<file path="config.mk">
export PLATFORM = sky130hd
export DESIGN_NAME = controle_multiciclo_flat
export DESIGN_NICKNAME = d
export VERILOG_FILES = /design/src/rtl/mips_pkg.sv /design/src/rtl/controle_multiciclo_if.sv /design/src/rtl/controle_ula.sv /design/src/rtl/controle_multiciclo.sv /design/src/flat_wrapper.sv
export SDC_FILE = /design/constraint.sdc
export NUM_CORES = 1
export LEC_CHECK = 0
export ABC_AREA = 1
export BUFFER_PORTS_ARGS = -buffer_cell sky130_fd_sc_hd__buf_4
export CAP_MARGIN = 20
export CORE_MARGIN = 1.5
export CORE_UTILIZATION = 46
export DETAILED_ROUTE_END_ITERATION = 7
export GPL_TIMING_DRIVEN = 0
export PLACE_DENSITY_LB_ADDON = 0.05
export SLEW_MARGIN = 20
export SYNTH_ARGS = -nofsm -noshare
export SYNTH_HDL_FRONTEND = slang
export SYNTH_SLANG_ARGS = --single-unit
</file>
<file path="constraint.sdc">
create_clock -name clk -period 2.3 [get_ports clk]
set_clock_uncertainty 0.1 [all_clocks]
set_input_delay 0.345 -clock clk [delete_from_list [all_inputs] [get_ports clk]]
set_output_delay 0.345 -clock clk [all_outputs]
set_load 0.1 [all_outputs]
</file>
<file path="src/rtl/mips_pkg.sv">
// rtl/mips_pkg.sv - shared states, opcodes and mux codes for the multicycle MIPS control
package mips_pkg;

  typedef enum logic [3:0] {
    S_FETCH     = 4'd0,
    S_DECODE    = 4'd1,
    S_MEM_ADDR  = 4'd2,
    S_MEM_READ  = 4'd3,
    S_MEM_WB    = 4'd4,
    S_MEM_WRITE = 4'd5,
    S_R_EXEC    = 4'd6,
    S_R_WB      = 4'd7,
    S_ADDI_EXEC = 4'd8,
    S_ADDI_WB   = 4'd9,
    S_BR_EXEC   = 4'd10,
    S_BR_TARGET = 4'd11,
    S_BR_TAKE   = 4'd12,
    S_JUMP      = 4'd13,
    S_ILLEGAL   = 4'd14,
    S_UNUSED    = 4'd15
  } state_t;

  localparam logic [5:0] OP_RTYPE = 6'b000000;
  localparam logic [5:0] OP_LW    = 6'b100011;
  localparam logic [5:0] OP_SW    = 6'b101011;
  localparam logic [5:0] OP_BEQ   = 6'b000100;
  localparam logic [5:0] OP_J     = 6'b000010;
  localparam logic [5:0] OP_ADDI  = 6'b001000;

  localparam logic [5:0] FN_ADD = 6'b100000;
  localparam logic [5:0] FN_SUB = 6'b100010;
  localparam logic [5:0] FN_AND = 6'b100100;
  localparam logic [5:0] FN_OR  = 6'b100101;
  localparam logic [5:0] FN_SLT = 6'b101010;

  localparam logic [3:0] ULA_ADD = 4'b0010;
  localparam logic [3:0] ULA_SUB = 4'b0110;
  localparam logic [3:0] ULA_AND = 4'b0000;
  localparam logic [3:0] ULA_OR  = 4'b0001;
  localparam logic [3:0] ULA_SLT = 4'b0111;

  localparam logic [1:0] ALUOP_ADD   = 2'b00;
  localparam logic [1:0] ALUOP_SUB   = 2'b01;
  localparam logic [1:0] ALUOP_FUNCT = 2'b10;

  localparam logic [1:0] SRCB_REG     = 2'b00;
  localparam logic [1:0] SRCB_FOUR    = 2'b01;
  localparam logic [1:0] SRCB_IMM     = 2'b10;
  localparam logic [1:0] SRCB_IMM_SH2 = 2'b11;

  localparam logic [1:0] PCSRC_NONE = 2'b00;
  localparam logic [1:0] PCSRC_ULA  = 2'b01;
  localparam logic [1:0] PCSRC_JUMP = 2'b10;

  function automatic logic is_mem_op(input logic [5:0] op);
    return (op == OP_LW) || (op == OP_SW);
  endfunction

endpackage

</file>
<file path="src/rtl/controle_multiciclo_if.sv">
// rtl/controle_multiciclo_if.sv - control unit <-> datapath signal bundle
interface controle_multiciclo_if;
  logic [5:0] opcode;
  logic [5:0] funct;
  logic       ula_zero;
  logic [3:0] inputULA;
  logic       pc_write;
  logic       ior_d;
  logic       mem_read;
  logic       mem_write;
  logic       ir_write;
  logic       reg_dst;
  logic       mem_to_reg;
  logic       reg_write;
  logic       alu_src_a;
  logic [1:0] alu_src_b;
  logic [1:0] pc_source;
  logic       illegal_op;
  logic [3:0] state;

  modport master (
    input  opcode, funct, ula_zero,
    output inputULA, pc_write, ior_d, mem_read, mem_write, ir_write, reg_dst,
           mem_to_reg, reg_write, alu_src_a, alu_src_b, pc_source, illegal_op, state
  );

  modport slave (
    output opcode, funct, ula_zero,
    input  inputULA, pc_write, ior_d, mem_read, mem_write, ir_write, reg_dst,
           mem_to_reg, reg_write, alu_src_a, alu_src_b, pc_source, illegal_op, state
  );
endinterface

</file>
<file path="src/rtl/controle_ula.sv">
// rtl/controle_ula.sv - combinational ULA-control decoder (alu_op/funct -> ULA code)
module controle_ula
  import mips_pkg::*;
(
  input  logic [1:0] alu_op,
  input  logic [5:0] funct,
  output logic [3:0] inputULA,
  output logic       funct_valid
);

  logic [3:0] w_funct_code;

  // funct_valid does not depend on alu_op so DECODE can use it for dispatch
  always_comb begin
    funct_valid  = 1'b1;
    w_funct_code = ULA_ADD;
    case (funct)
      FN_ADD:  w_funct_code = ULA_ADD;
      FN_SUB:  w_funct_code = ULA_SUB;
      FN_AND:  w_funct_code = ULA_AND;
      FN_OR:   w_funct_code = ULA_OR;
      FN_SLT:  w_funct_code = ULA_SLT;
      default: funct_valid  = 1'b0;
    endcase
  end

  always_comb begin
    inputULA = ULA_ADD;
    case (alu_op)
      ALUOP_SUB:   inputULA = ULA_SUB;
      ALUOP_FUNCT: inputULA = w_funct_code;
      default:     inputULA = ULA_ADD;
    endcase
  end

endmodule

</file>
<file path="src/rtl/controle_multiciclo.sv">
// rtl/controle_multiciclo.sv - multicycle MIPS control unit (Moore FSM)
module controle_multiciclo
  import mips_pkg::*;
#(
  parameter bit ILLEGAL_TRAP = 1'b0
) (
  input  logic                   clk,
  input  logic                   reset,
  controle_multiciclo_if.master  bus
);

  state_t     r_state;
  state_t     w_next;
  state_t     w_dec_state;
  logic       r_zero_q;

  logic [1:0] w_alu_op;
  logic       w_ula_en;
  logic [3:0] w_ula_code;
  logic       w_funct_valid;

  logic       w_pc_write;
  logic       w_ior_d;
  logic       w_mem_read;
  logic       w_mem_write;
  logic       w_ir_write;
  logic       w_reg_dst;
  logic       w_mem_to_reg;
  logic       w_reg_write;
  logic       w_alu_src_a;
  logic [1:0] w_alu_src_b;
  logic [1:0] w_pc_source;
  logic       w_illegal_op;

  controle_ula u_controle_ula (
    .alu_op      (w_alu_op),
    .funct       (bus.funct),
    .inputULA    (w_ula_code),
    .funct_valid (w_funct_valid)
  );

  // During reset the outputs show FETCH so the datapath sees a clean fetch setup
  assign w_dec_state = reset ? S_FETCH : r_state;

  always_comb begin
    w_next = S_FETCH;
    case (r_state)
      S_FETCH:  w_next = S_DECODE;
      S_DECODE: begin
        if (is_mem_op(bus.opcode))
          w_next = S_MEM_ADDR;
        else if (bus.opcode == OP_RTYPE)
          w_next = w_funct_valid ? S_R_EXEC : S_ILLEGAL;
        else if (bus.opcode == OP_ADDI)
          w_next = S_ADDI_EXEC;
        else if (bus.opcode == OP_BEQ)
          w_next = S_BR_EXEC;
        else if (bus.opcode == OP_J)
          w_next = S_JUMP;
        else
          w_next = S_ILLEGAL;
      end
      S_MEM_ADDR:  w_next = (bus.opcode == OP_LW) ? S_MEM_READ : S_MEM_WRITE;
      S_MEM_READ:  w_next = S_MEM_WB;
      S_R_EXEC:    w_next = S_R_WB;
      S_ADDI_EXEC: w_next = S_ADDI_WB;
      S_BR_EXEC:   w_next = S_BR_TARGET;
      S_BR_TARGET: w_next = S_BR_TAKE;
      S_ILLEGAL:   w_next = ILLEGAL_TRAP ? S_ILLEGAL : S_FETCH;
      default:     w_next = S_FETCH;
    endcase
  end

  // zero_q keeps the A-B compare while the ULA is reused for the branch target
  always_ff @(posedge clk) begin
    if (reset) begin
      r_state  <= S_FETCH;
      r_zero_q <= 1'b0;
    end else begin
      r_state <= w_next;
      if (r_state == S_BR_TARGET)
        r_zero_q <= bus.ula_zero;
    end
  end

  always_comb begin
    w_pc_write   = 1'b0;
    w_ior_d      = 1'b0;
    w_mem_read   = 1'b0;
    w_mem_write  = 1'b0;
    w_ir_write   = 1'b0;
    w_reg_dst    = 1'b0;
    w_mem_to_reg = 1'b0;
    w_reg_write  = 1'b0;
    w_alu_src_a  = 1'b0;
    w_alu_src_b  = SRCB_REG;
    w_pc_source  = PCSRC_NONE;
    w_illegal_op = 1'b0;
    w_alu_op     = ALUOP_ADD;
    w_ula_en     = 1'b0;
    case (w_dec_state)
      S_FETCH: begin
        w_mem_read  = 1'b1;
        w_ir_write  = 1'b1;
        w_alu_src_b = SRCB_FOUR;
        w_ula_en    = 1'b1;
      end
      S_DECODE: begin
        w_pc_write  = 1'b1;
        w_pc_source = PCSRC_ULA;
      end
      S_MEM_ADDR: begin
        w_alu_src_a = 1'b1;
        w_alu_src_b = SRCB_IMM;
        w_ula_en    = 1'b1;
      end
      S_MEM_READ: begin
        w_mem_read = 1'b1;
        w_ior_d    = 1'b1;
      end
      S_MEM_WB: begin
        w_reg_write  = 1'b1;
        w_mem_to_reg = 1'b1;
      end
      S_MEM_WRITE: begin
        w_mem_write = 1'b1;
        w_ior_d     = 1'b1;
      end
      S_R_EXEC: begin
        w_alu_src_a = 1'b1;
        w_alu_src_b = SRCB_REG;
        w_alu_op    = ALUOP_FUNCT;
        w_ula_en    = 1'b1;
      end
      S_R_WB: begin
        w_reg_write = 1'b1;
        w_reg_dst   = 1'b1;
      end
      S_ADDI_EXEC: begin
        w_alu_src_a = 1'b1;
        w_alu_src_b = SRCB_IMM;
        w_ula_en    = 1'b1;
      end
      S_ADDI_WB:   w_reg_write = 1'b1;
      S_BR_EXEC: begin
        w_alu_src_a = 1'b1;
        w_alu_src_b = SRCB_REG;
        w_alu_op    = ALUOP_SUB;
        w_ula_en    = 1'b1;
      end
      S_BR_TARGET: begin
        w_alu_src_b = SRCB_IMM_SH2;
        w_ula_en    = 1'b1;
      end
      S_BR_TAKE: begin
        w_pc_write  = r_zero_q;
        w_pc_source = PCSRC_ULA;
      end
      S_JUMP: begin
        w_pc_write  = 1'b1;
        w_pc_source = PCSRC_JUMP;
      end
      S_ILLEGAL:   w_illegal_op = 1'b1;
      default:     ;
    endcase
  end

  assign bus.inputULA   = w_ula_en ? w_ula_code : 4'b0000;
  assign bus.pc_write   = w_pc_write  & ~reset;
  assign bus.ir_write   = w_ir_write  & ~reset;
  assign bus.reg_write  = w_reg_write & ~reset;
  assign bus.mem_write  = w_mem_write & ~reset;
  assign bus.ior_d      = w_ior_d;
  assign bus.mem_read   = w_mem_read;
  assign bus.reg_dst    = w_reg_dst;
  assign bus.mem_to_reg = w_mem_to_reg;
  assign bus.alu_src_a  = w_alu_src_a;
  assign bus.alu_src_b  = w_alu_src_b;
  assign bus.pc_source  = w_pc_source;
  assign bus.illegal_op = w_illegal_op;
  assign bus.state      = w_dec_state;

endmodule

</file>
<file path="src/flat_wrapper.sv">
// flat-port wrapper written by rule: the top's interface ports become plain ports
module controle_multiciclo_flat import mips_pkg::*;
#(
  parameter bit ILLEGAL_TRAP = 1'b0
)
  (clk, reset, bus_opcode, bus_funct, bus_ula_zero, bus_inputULA, bus_pc_write, bus_ior_d, bus_mem_read, bus_mem_write, bus_ir_write, bus_reg_dst, bus_mem_to_reg, bus_reg_write, bus_alu_src_a, bus_alu_src_b, bus_pc_source, bus_illegal_op, bus_state);
  controle_multiciclo_if bus_i ();
  input  logic clk;
  input  logic reset;
  input wire logic [$bits(bus_i.opcode)-1:0] bus_opcode;
  input wire logic [$bits(bus_i.funct)-1:0] bus_funct;
  input wire logic [$bits(bus_i.ula_zero)-1:0] bus_ula_zero;
  output wire logic [$bits(bus_i.inputULA)-1:0] bus_inputULA;
  output wire logic [$bits(bus_i.pc_write)-1:0] bus_pc_write;
  output wire logic [$bits(bus_i.ior_d)-1:0] bus_ior_d;
  output wire logic [$bits(bus_i.mem_read)-1:0] bus_mem_read;
  output wire logic [$bits(bus_i.mem_write)-1:0] bus_mem_write;
  output wire logic [$bits(bus_i.ir_write)-1:0] bus_ir_write;
  output wire logic [$bits(bus_i.reg_dst)-1:0] bus_reg_dst;
  output wire logic [$bits(bus_i.mem_to_reg)-1:0] bus_mem_to_reg;
  output wire logic [$bits(bus_i.reg_write)-1:0] bus_reg_write;
  output wire logic [$bits(bus_i.alu_src_a)-1:0] bus_alu_src_a;
  output wire logic [$bits(bus_i.alu_src_b)-1:0] bus_alu_src_b;
  output wire logic [$bits(bus_i.pc_source)-1:0] bus_pc_source;
  output wire logic [$bits(bus_i.illegal_op)-1:0] bus_illegal_op;
  output wire logic [$bits(bus_i.state)-1:0] bus_state;
  assign bus_i.opcode = bus_opcode;
  assign bus_i.funct = bus_funct;
  assign bus_i.ula_zero = bus_ula_zero;
  assign bus_inputULA = bus_i.inputULA;
  assign bus_pc_write = bus_i.pc_write;
  assign bus_ior_d = bus_i.ior_d;
  assign bus_mem_read = bus_i.mem_read;
  assign bus_mem_write = bus_i.mem_write;
  assign bus_ir_write = bus_i.ir_write;
  assign bus_reg_dst = bus_i.reg_dst;
  assign bus_mem_to_reg = bus_i.mem_to_reg;
  assign bus_reg_write = bus_i.reg_write;
  assign bus_alu_src_a = bus_i.alu_src_a;
  assign bus_alu_src_b = bus_i.alu_src_b;
  assign bus_pc_source = bus_i.pc_source;
  assign bus_illegal_op = bus_i.illegal_op;
  assign bus_state = bus_i.state;
  controle_multiciclo #(.ILLEGAL_TRAP(ILLEGAL_TRAP)) u_core (.clk(clk), .reset(reset), .bus(bus_i));
endmodule
</file>
Yosys cells after proc, flatten, opt, wreduce, memory -nomap -nowiden. Cells that the tools add are included.

Register bits after elaboration: 5. Bits of input ports: 15. Output and inout bits: 22. Logic and storage cells: 80.

Equality and inequality tests: 33. Mux-type cells: 27. Bitwise gates (word level): 5. Reductions and logical operators: 13.

Operator list (number): equality test 6 bit, second input constant (7); equality test 4 bit, second input constant (10); one-hot mux 4 bit (8 select lines) (1); 2-to-1 mux 4 bit (7); equality test 4 x 3 -> 1 bit, second input constant (5); equality test 4 x 2 -> 1 bit, second input constant (4); one-hot mux 3 bit (4 select lines) (1); 2-to-1 mux 1 bit (11); OR reduction 2 bit (5); equality test 4 x 1 -> 1 bit, second input constant (2); logical NOT 4 bit (2); one-hot mux 2 bit (2 select lines) (2); one-hot mux 4 bit (2 select lines) (1); equality test 6 x 2 -> 1 bit, second input constant (1); equality test 6 x 3 -> 1 bit, second input constant (1); equality test 6 x 4 -> 1 bit, second input constant (1); logical NOT 6 bit (1); one-hot mux 2 bit (3 select lines) (1); OR reduction 6 bit (1); OR reduction 5 bit (1); bitwise AND 1 bit (4); OR reduction 4 bit (1); 2-to-1 mux 3 bit (1); OR reduction 3 bit (1); other kinds (6) (6).

Longest topological paths before layout. Gate-level depths: netlist of run 1.

Depth after elaboration: 7. Gate-level depth with buffers: 11. Mapped depth without buffers: 11.

By module. Synthesis of run 1 repeated with hierarchy kept, for this count alone.

Cells, all modules: 148. Area total of the unflattened synthesis: 755.7 µm².

Modules (own cells, without submodules): controle_multiciclo (times used 1, cells an instance 116, area an instance 593.1 µm², sequential area each 100.1 µm²); controle_ula (times used 1, cells an instance 32, area an instance 162.7 µm², sequential area each 0.0 µm²).

Least setup slack after synthesis of run 1. No wires, ideal clock.

Path kind: reg2out. Start: register u_core.r_state[2]. End: output bus_reg_write. Arrival time: 3.568 ns. Data required time: 1.855 ns. Setup slack: -1.713 ns. Stages on the path, launching flop included: 7. Path buffers: 0. Path through: dfxtp_1 inv_2 nor2_4 nand2_2 nor2_1 nor2_1 o21ai_1.

Word-level cells in the longest chain between the ends: 5. Elaborated cells between the ends (all ways): 7. Classes of those cells: eq/ne: 3; mux: 2; bitwise: 1; reduce/logical: 1.

RTL lines: start: declaration (RTL line controle_multiciclo.sv:12) `state_t r_state;`; start signal: assignment (RTL line controle_multiciclo.sv:80) `r_state <= w_next;`; 2-to-1 mux 4 bit * (RTL line controle_multiciclo.sv:43) `assign w_dec_state = reset ? S_FETCH : r_state;`; via bus_state[2] (RTL line flat_wrapper.sv:26) `output wire logic [$bits(bus_i.state)-1:0] bus_state;`; equality test 4 x 3 -> 1 bit or equality test 4 bit (tied branches) (RTL line controle_multiciclo.sv:101) `case (w_dec_state)`; OR reduction 3 bit (no source line) *; 2-to-1 mux 1 bit * (RTL line controle_multiciclo.sv:101); bitwise AND 1 bit * (RTL line controle_multiciclo.sv:171) `assign bus.reg_write = w_reg_write & ~reset;`; end: declaration (RTL line flat_wrapper.sv:21) `output wire logic [$bits(bus_i.reg_write)-1:0] bus_reg_write;`.

The timed path passes the listed nets; every way through them passes the cells marked *.

Final worst setup path of run 1.
Start: register u_core.r_state[0]. End: output bus_inputULA[2].

Word-level cells in the longest chain between the ends: 6. Elaborated cells between the ends (all ways): 14. Classes of those cells: eq/ne: 7; mux: 5; reduce/logical: 2.

RTL lines: 2-to-1 mux 4 bit * (RTL line controle_multiciclo.sv:43); equality test 4 bit or equality test 4 x 3 -> 1 bit (tied branches) (RTL line controle_multiciclo.sv:101); one-hot mux 2 bit (2 select lines) (RTL line controle_multiciclo.sv:101); equality test 2 bit or equality test 2 x 1 -> 1 bit (tied branches) (RTL line controle_ula.sv:29) `case (alu_op)`; one-hot mux 4 bit (2 select lines) (RTL line controle_ula.sv:29); 2-to-1 mux 4 bit * (RTL line controle_multiciclo.sv:168) `assign bus.inputULA = w_ula_en ? w_ula_code : 4'b0000;`; end: declaration (RTL line flat_wrapper.sv:13) `output wire logic [$bits(bus_i.inputULA)-1:0] bus_inputULA;`.

Every way passes the cells marked *; elsewhere a longest branch is shown, timed or not.

==> out/metrics.cfg, run 1 <==
[power_and_ir_drop]
netSwitchingFraction_pct = 65.9
power.share.clock_pct = 8.9
power_density_nw_per_um2 = 901
pwr-share-seq_pct = 12.8
p_comb_share_pct = 78.3
p_leak_uw = 0.000687
ir_drop_v = 0.000634
p_switching_uw = 800
p_total_uw = 1210
p_int_uw = 413

[clocking]
htreeDepth = 1
insertion_delay_ps = 250
cts.clk_slew.worst_paths_ps = 50
cts_inserted_buffers = 3
cts_tree = built
root_buffer = clkbuf_4
cts_buffer_depth = 2
clock_sinks = 5

[synthesis]
synth-main-ff-cell = dfxtp_1
postSynthAreaPerCell_um2 = 5.14
syn-num-nets = 171
synth_cell_types = 23
synth_edf_count = 0
synth.largest_area_cell = nor2_1
yosys_warnings = 0
ys_seq_area_share_pct = 12.7
synthTopCellsByCount = 38 x nor2_1, 34 x nand2_1, 29 x inv_1
synth_most_common_cell = nor2_1
synthCells = 153
ys_seq_elements = 5
synth_top_area_share_pct = 18.2
netlist_top_cells_area = nor2_1 18%, nand2_1 16%, inv_1 14%, dfxtp_1 13%, nand3_1 7.0%
synth_area_um2 = 786
synthArstFlopShare_pct = 0

[placed_design]
gp_congestion = 0.913
dp_hpwl_mm = 1.88
io_buffers = 35

[sta]
post-route-period-util_pct = 97.5
hold_ws_ps = 310
finalSetupViolations = 0
max_freq_mhz = 446
hold_violations = 0
slew_violations = 0
fin_crit_ps = 2240

[die]
io_pins = 37
rows = 14
core_area_um2 = 1560
die_x_um = 44.3
fp.dieH_um = 44.3
dieArea_um2 = 1970
start_util_pct = 50.4

[critical_path]
startpoint = u_core.r_state[0]$_SDFF_PP0_
r2r_slack_ps = 920
arrival_ps = 1800
cp-end-kind = output pin
path_class = flop to output pin
r2r-start = u_core.r_state[0]$_SDFF_PP0_
crit_required_ps = 1860
crit_fanout = 4
reg2regPathDepth = 9
reg2reg_to = u_core.r_state[2]$_SDFF_PP0_
crit_path_start_kind = flop
crit_end = bus_inputULA[2]

[global_route]
track_usage_pct = 25.7
grt_pass1_vias = 1047
grt_max_degree = 11
grt_first_pass_wirelength_mm = 3.88
grt_overflow = 0
antenna_found_initial = 0

[finish]
syn2layout_area_growth_pct = 71.3
fin_nets = 217
layout-drive-gt1-share_pct = 44.9
num_antenna_cells = 0
nFillCells = 97

[hold_path]
min_path_type = primary input to flop
hold_path.startpoint = bus_ula_zero

[detailed_routing]
postRouteAntennaNets = 0
avgViaCountPerCell = 5.06
routed_wl_mm = 2.49
wl_per_cell_um = 11.7
via_count = 1082
drc = 1
drt-initial-drc-count = 22
dr.pass1.iters = 6

[run_status]
status = complete, but fails checks
violations = DRC

[flow_run]
drv_cap = 0

==> placed cells by master, fill, tap and decap left out, drive strengths merged <==
cell type and instances:
a21o 1, a21oi 4, a31oi 1, buf 43, clkbuf 4, clkinvlp 1
conb 1, dfxtp 5, ha 3, inv 33, nand2 36, nand3 13
nand4 2, nor2 43, o211ai 2, o21ai 4, o22ai 2
==> cell families (layout without fill, tap and decap cells) <==
kind of cell             Yosys count  after routing  share of synthesized area (%)
AND/OR/NAND/NOR                   94             94                           52.4
buffers and inverters             36             81                           17.8
AO/OA/AOI/OAI                     14             14                           11.8
flip-flops                         5              5                           12.7
adder cells (fa/ha/maj)            3              3                           4.78
other                              1              1                          0.477
==> worst max-delay path, cell delays in order, from the launching register on <==
cell and delay (ps):
dfxtp_4 350, inv_4 70, nand2_4 70, inv_2 60, nand2_1 70, nor2_2 150
inv_2 80, ha_4 230, a21o_1 180, nor2_4 100, buf_12 180
==> routing by layer <==
metal | global-route usage [%] | part of all wire [%] | vias to the layer above | routed length, um
li1 | - | - | 552 | -
met1 | 26.3 | 39 | 481 | 970
met2 | 51.2 | 54 | 45 | 1350
met3 | 4.08 | 5.9 | 4 | 148
met4 | 9.09 | 0.96 | 0 | 24
met5 | 0 | 0 | - | 0
==> sequential cells by signal (all words and copies together), names as in the netlist <==
name,cells
u_core.r_state,4
u_core.r_zero_q,1
==> worst min path at each step <==
stage	endpoint	slack, ps	depth (start not counted)
global placement	u_core.r_zero_q$_SDFFE_PP0N_	370	2
floorplan	u_core.r_zero_q$_SDFFE_PP0N_	340	2
global route	u_core.r_zero_q$_SDFFE_PP0N_	310	3
CTS	u_core.r_zero_q$_SDFFE_PP0N_	270	3
finish	u_core.r_zero_q$_SDFFE_PP0N_	310	3
detailed placement	u_core.r_zero_q$_SDFFE_PP0N_	380	2
==> what timing repair did <==
| action | 4_1_cts | 5_1_grt |
|---|---|---|
| buffers inserted | 1 | 5 |
| gates cloned | 0 | 0 |
| resized for setup | 13 | 7 |
| setup endpoints to repair | 3 | 3 |
| hold buffers | 0 | 0 |
| pin swaps | 1 | 8 |
==> area by class of cell <==
type                            count  area [um2]  area share [%]
Timing Repair Buffer               41         337            25.0
Buffer                              2        12.5           0.929
Multi-Input combinational cell    112         681            50.6
Clock buffer                        4        26.3            1.95
Sequential cell                     5         115            8.55
Inverter                           34         155            11.5
Tap cell                           16        20.0            1.49
==> metrics by stage <==
step | setup WS (ps) | cell area (um2) | setup TNS, ps | utilization [%] | instances
finish | 58.5 | 1350 | 0 | 86.4 | 214
global route | -11.9 | 1350 | -15.9 | 86.4 | 214
CTS | -53.5 | 1280 | -148 | 82.1 | 209
detailed placement | -65.9 | 1210 | -97.3 | 77.4 | 204
global placement | -42.7 | 1210 | -65.1 | 77.4 | 204
floorplan | -506 | 925 | -2520 | - | 153
==> power by group through the flow <==
stage                     sequential [uW]  clock [uW]  combinational (uW)
after floorplan                       145           0                 727
after global placement                150           0                 876
after detailed placement              151           0                 889
after CTS                             155         111                 906
after global routing                  158         115                 997
final                                 155         108                 950
(Power assumes the default switching activity.)
==> run 2: changes to the inputs <==
==> constraint.sdc (replaced) <==
create_clock -name clk -period 2.4 [get_ports clk]
set_clock_uncertainty 0.1 [all_clocks]
set_input_delay 0.36 -clock clk [delete_from_list [all_inputs] [get_ports clk]]
set_output_delay 0.36 -clock clk [all_outputs]
set_load 0.1 [all_outputs]
==> out/metrics.cfg, run 2 (synthesis results as in run 1) <==
[finish]
final_cell_mix = 37 x buf_4, 32 x nand2_1, 29 x nor2_1, 25 x inv_1, 11 x nand3_1
regMostFlops = u_core.r_state
nFillCells = 122  ; +26%
postLayoutCellArea_um2 = 1310  ; -2.7%
final_common_cell = buf_4
fin_util_pct = 84.0  ; -2.3 points
largestRegisters = u_core.r_state: 4 flops, u_core.r_zero_q: 1 flops
syn2layout_area_growth_pct = 66.7
fin_nets = 214  ; -1.4%
largest_reg_flops = 4  ; unchanged
layout-drive-gt1-share_pct = 43.6  ; -1.4 points
num_antenna_cells = 0  ; unchanged

[sta]
post-route-period-util_pct = 96.3
rsz0062_at_grt = false
finalSetupViolations = 0  ; unchanged
hold_ws_ps = 291  ; -18.6 ps
max_freq_mhz = 432
hold_violations = 0  ; unchanged
slew_violations = 0  ; unchanged
tns_ps = 0  ; unchanged
fin_crit_ps = 2310

[critical_path]
reg2reg_to = u_core.r_state[3]$_SDFF_PP0_
crit_required_ps = 1940  ; +80 ps
crit_end = bus_inputULA[2]
crit_fanout = 5  ; +1
slowest_stage = dfxtp_4
cp_common_cell = inv_2
r2r-start = u_core.r_state[3]$_SDFF_PP0_
reg2regPathDepth = 5  ; -4
cp-end-kind = output pin
path_class = flop to output pin
crit_path_cell_trace = inv_2, nand2_4, inv_2, nand2_1, nor2_2, inv_2, ha_4, nand4_1, a21o_1, nor2_4, buf_12
max_stage_delay_ps = 380  ; +30 ps
crit_path_start_kind = flop
startpoint = u_core.r_state[0]$_SDFF_PP0_
arrival_ps = 1850  ; +50 ps
r2r_slack_ps = 1100  ; +180 ps

[hold_path]
min_path_type = primary input to flop

[power_and_ir_drop]
ir_drop_v = 0.000505  ; -20%
power_density_nw_per_um2 = 859  ; -4.7%
p_total_uw = 1130  ; -7.2%
p_leak_uw = 0.000668  ; -2.7%

[detailed_routing]
via_count = 1071  ; -1.0%
routed_wl_mm = 2.31  ; -7.3%
postRouteAntennaNets = 0  ; unchanged
drt-initial-drc-count = 31  ; +41%
dr.pass1.iters = 6  ; unchanged
wl_per_cell_um = 11.0  ; -6.0%
drc = 0  ; -1
avgViaCountPerCell = 5.08  ; +0.39%

[placed_design]
post_dp_cell_area_um2 = 1200  ; -0.21%
gp_congestion = 0.852  ; -6.7%
io_buffers = 35  ; unchanged
dp_hpwl_mm = 1.76  ; -6.0%

[global_route]
antenna_found_initial = 0  ; unchanged
grt_max_degree = 11  ; unchanged
grt_pass1_vias = 966  ; -7.7%
track_usage_pct = 24.9  ; -0.80 points
grt_overflow = 0  ; unchanged
grt_first_pass_wirelength_mm = 3.74  ; -3.7%

[die]
die_x_um = 44.3  ; unchanged
fp.dieH_um = 44.3  ; unchanged
start_util_pct = 50.4  ; unchanged
core_area_um2 = 1560  ; unchanged
rows = 14  ; unchanged
io_pins = 37  ; unchanged
dieArea_um2 = 1970  ; unchanged

[clocking]
cts_tree = built
insertion_delay_ps = 260  ; about the same
cts_inserted_buffers = 3  ; unchanged
cts_buffer_depth = 2  ; unchanged
htreeDepth = 1  ; unchanged
cts.clk_slew.worst_paths_ps = 50  ; about the same
clock_sinks = 5  ; unchanged
root_buffer = clkbuf_4

[run_status]
status = finished clean

[flow_run]
drv_cap = 0  ; unchanged

-- run 2: worst min path at each step --
| stage | startpoint | end | slack, ps | cells past startpoint |
|---|---|---|---|---|
| after floorplan | u_core.r_zero_q$_SDFFE_PP0N_ | u_core.r_zero_q$_SDFFE_PP0N_ | 340 | 2 |
| after global placement | u_core.r_zero_q$_SDFFE_PP0N_ | u_core.r_zero_q$_SDFFE_PP0N_ | 360 | 2 |
| after detailed placement | u_core.r_zero_q$_SDFFE_PP0N_ | u_core.r_zero_q$_SDFFE_PP0N_ | 380 | 2 |
| after CTS | bus_ula_zero | u_core.r_zero_q$_SDFFE_PP0N_ | 290 | 3 |
| after global routing | bus_ula_zero | u_core.r_zero_q$_SDFFE_PP0N_ | 300 | 3 |
| final | bus_ula_zero | u_core.r_zero_q$_SDFFE_PP0N_ | 290 | 3 |
-- run 2: report_power, final --
group          leakage, uW  switching [uW]  internal, uW
Sequential       0.0000434            37.8           112
Clock            0.0000150            45.0          63.5
Combinational     0.000609             669           199
-- run 2: layout make-up --
cell class	instances	area, um2	area share (%)
sequential	5	113	8.60
buffer	2	12.5	0.955
clock buffer	4	26.3	2.01
timing repair buffer	38	310	23.7
inverter	34	150	11.5
tap	16	20.0	1.53
multi-input combinational	112	678	51.8
-- run 2: routing by layer --
layer	global-route usage, %	part of all wire (%)
met3	6.94	6.2
met2	46.2	52
met5	0	0
met1	27.2	41
met4	7.27	0.39
-- run 2: what timing repair did --
item	CTS	global route
setup endpoints to repair	3	3
pin swaps	0	6
gates resized for setup	12	5
setup buffers	0	3
hold buffers	0	0
-- run 2: metrics by stage --
step	std cells	setup slack, ps
2_1_floorplan	153	-421
3_3_place_gp	204	21.0
3_5_place_dp	204	-13.3
4_1_cts	208	16.8
5_1_grt	211	1.12
6_report	211	87.7
-- run 2: worst max-delay path, delay by kind of cell (launching register included) --
kind,cells,cell delay [ps]
and+or+nand+nor,5,420
buffers and inverters,4,410
DFF,1,380
AOI/OAI and AO/OA,1,220
adders and majority gates,1,150
==> run 3: changes to the inputs <==
--- a/config.mk
+++ b/config.mk
@@ -5,9 +5,9 @@
 export SDC_FILE = /design/constraint.sdc
 export NUM_CORES = 1
 export LEC_CHECK = 0
-export ABC_AREA = 1
 export BUFFER_PORTS_ARGS = -buffer_cell sky130_fd_sc_hd__buf_4
 export CAP_MARGIN = 20
+export CORE_ASPECT_RATIO = 0.75
 export CORE_MARGIN = 1.5
 export CORE_UTILIZATION = 46
 export DETAILED_ROUTE_END_ITERATION = 7
==> out/metrics.cfg, run 3 <==
[run_status]
status = complete, but fails checks
violations = setup timing

[global_route]
grt_pass1_vias = 920  ; -4.8%
antenna_found_initial = 0  ; unchanged
grt_overflow = 0  ; unchanged
grt_max_degree = 11  ; unchanged
grt_first_pass_wirelength_mm = 4.15  ; +11%
track_usage_pct = 27.9  ; +3.1 points

[clocking]
cts_tree = built
root_buffer = clkbuf_4
cts.clk_slew.worst_paths_ps = 40  ; about the same
clock_sinks = 5  ; unchanged
cts_inserted_buffers = 3  ; unchanged
htreeDepth = 1  ; unchanged
cts_buffer_depth = 2  ; unchanged
insertion_delay_ps = 250  ; about the same

[power_and_ir_drop]
netSwitchingFraction_pct = 63.2  ; -3.6 points
p_comb_share_pct = 84.7  ; +7.6 points
power_density_nw_per_um2 = 1070  ; +24%
p_total_uw = 1590  ; +41%
p_int_uw = 585  ; +56%
ir_drop_v = 0.000807  ; +60%
pwr-share-seq_pct = 9.1  ; -4.2 points
power.share.clock_pct = 6.2  ; -3.4 points
p_leak_uw = 0.000629  ; -5.8%
p_switching_uw = 1000  ; +34%

[detailed_routing]
via_count = 1084  ; +1.2%
drc = 0  ; unchanged
avgViaCountPerCell = 5.80  ; +14%
postRouteAntennaNets = 0  ; unchanged
wl_per_cell_um = 15.1  ; +38%
routed_wl_mm = 2.82  ; +22%
drt-initial-drc-count = 37  ; +19%
dr.pass1.iters = 4  ; -2

[die]
dieArea_um2 = 2060  ; +4.6%
core_area_um2 = 1710  ; +9.6%
fp.dieH_um = 39.6  ; -11%
rows = 13  ; -1
die_x_um = 51.9  ; +17%
io_pins = 37  ; unchanged
start_util_pct = 48.2  ; -2.2 points

[synthesis]
synth_edf_count = 0  ; unchanged
synth.largest_area_cell = dfxtp_1
synth_top_area_share_pct = 12.2  ; -6.0 points
ys_seq_area_share_pct = 12.2  ; -0.58 points
synthCells = 116  ; -24%
synth_most_common_cell = nor2_1
ys_seq_elements = 5  ; unchanged
syn-num-nets = 134  ; -22%
netlist_top_cells_area = dfxtp_1 12%, ha_1 4.6%, nor2_1 4.6%, nor3_1 4.3%, nor4b_1 4.3%
yosys_warnings = 0  ; unchanged
synth-main-ff-cell = dfxtp_1
synthTopCellsByCount = 10 x nor2_1, 8 x nand2_1, 7 x nor3_1
postSynthAreaPerCell_um2 = 7.10  ; +38%
synth_area_um2 = 823  ; +4.8%
synthArstFlopShare_pct = 0  ; unchanged
synth_cell_types = 44  ; +91%

[critical_path]
cp-end-kind = output pin
path_class = flop to output pin
crit_fanout = 3  ; -2
r2r_slack_ps = 710  ; -390 ps
arrival_ps = 2040  ; +190 ps
crit_required_ps = 1940  ; about the same
crit_path_start_kind = flop

[finish]
largestRegisters = u_core.r_state: 4 flops, u_core.r_zero_q: 1 flops
postLayoutCellArea_um2 = 1490  ; +14%
multiInputGateArea_um2 = 838  ; +24%
layout-drive-gt1-share_pct = 57.0  ; +13 points
fin_cells = 187  ; -11%
final_common_cell = buf_4
fin_nets = 184  ; -14%
regMostFlops = u_core.r_state
syn2layout_area_growth_pct = 81.0
largest_reg_flops = 4  ; unchanged
register_area_um2 = 113  ; unchanged
final_cell_mix = 45 x buf_4, 8 x nor2_1, 6 x nand2_1, 5 x buf_6
fin_util_pct = 87.3  ; +3.2 points
nFillCells = 91  ; -25%
num_antenna_cells = 0  ; unchanged

[placed_design]
post_dp_cell_area_um2 = 1330  ; +10%
dpl.cell_count = 173  ; -15%
dp_hpwl_mm = 1.86  ; +5.8%
io_buffers = 35  ; unchanged
gp_congestion = 0.821  ; -3.6%

[sta]
worst_pin_slew_ps = 582
fin_crit_ps = 2500  ; +192 ps
fin_ws_ps = -104  ; -192 ps
max_freq_mhz = 399  ; -7.7%
hold_violations = 0  ; unchanged
rsz0062_at_grt = true
finalSetupViolations = 2  ; +2
slew_violations = 0  ; unchanged
slew_headroom_pct = 60.6
post-route-period-util_pct = 104  ; +8.0 points
hold_ws_ps = 255  ; -35.8 ps

[flow_run]
drv_cap = 0  ; unchanged

[hold_path]
min_path_type = primary input to flop

-- run 3: path summary, 6_finish.rpt --
path | startpoint | end | depth (start not counted)
setup / recovery | u_core.r_state[0]$_SDFF_PP0_ | bus_inputULA[0] | 7
hold / removal | bus_ula_zero | u_core.r_zero_q$_SDFFE_PP0N_ | 3
setup reg to reg | u_core.r_state[2]$_SDFF_PP0_ | u_core.r_state[2]$_SDFF_PP0_ | 5
hold reg to reg | u_core.r_zero_q$_SDFFE_PP0N_ | u_core.r_zero_q$_SDFFE_PP0N_ | 2
-- run 3: kinds of logic after synthesis --
family          Yosys count  synth area share (%)
other cells               1                 0.455
mux                       3                  3.65
fa+ha+maj                 3                  4.56
xor+xnor                  5                  5.32
simple gates             55                  38.8
flops                     5                  12.2
compound gates           26                  23.7
buf+inv                  18                  11.4
-- run 3: repair_timing --
action,CTS,global route
gates resized for setup,14,7
pin swaps,4,1
hold buffers,0,0
endpoints found under the setup margin,3,3
buffers inserted,13,0
-- run 3: per-stage QoR --
step           setup WS [ps]  setup TNS, ps
6_report                -104           -141
2_1_floorplan           -483          -2830
3_5_place_dp            -183           -306
4_1_cts                -93.7           -126
3_3_place_gp            -155           -231
5_1_grt                 -177           -316
-- run 3: layout make-up --
| type | count | share of cell area [%] |
|---|---|---|
| multi-input combinational | 93 | 56.3 |
| timing repair buffer | 48 | 26.3 |
| sequential | 5 | 7.56 |
| buffer | 7 | 3.53 |
| inverter | 8 | 2.77 |
| tap | 22 | 1.85 |
| clock buffer | 4 | 1.76 |
-- run 3: worst max-delay path: stages, from the launching register on --
cell	delay [ps]
dfxtp_4	340
nand2b_4	150
or3_4	400
ha_4	200
o311ai_4	60
inv_2	120
nor4b_4	270
buf_6	260
-- run 3: layer usage --
layer  part of all wire, %  routed length [um]  up-vias  track usage, %
met2                    48                1350       56            49.7
met1                    44                1230      504            36.1
li1                      -                   -      519               -
met5                     0                   0        -               0
met3                   7.4                 208        5            4.58
met4                  0.82                  23        0            4.61
-- run 3: power by group through the flow --
stage	Clock [uW]	Sequential, uW	Combinational (uW)
3_3_place_gp	0	132	1230
2_1_floorplan	0	127	1040
5_1_grt	108	148	1400
3_5_place_dp	0	132	1250
4_1_cts	98.4	137	1340
6_report	98.4	145	1350
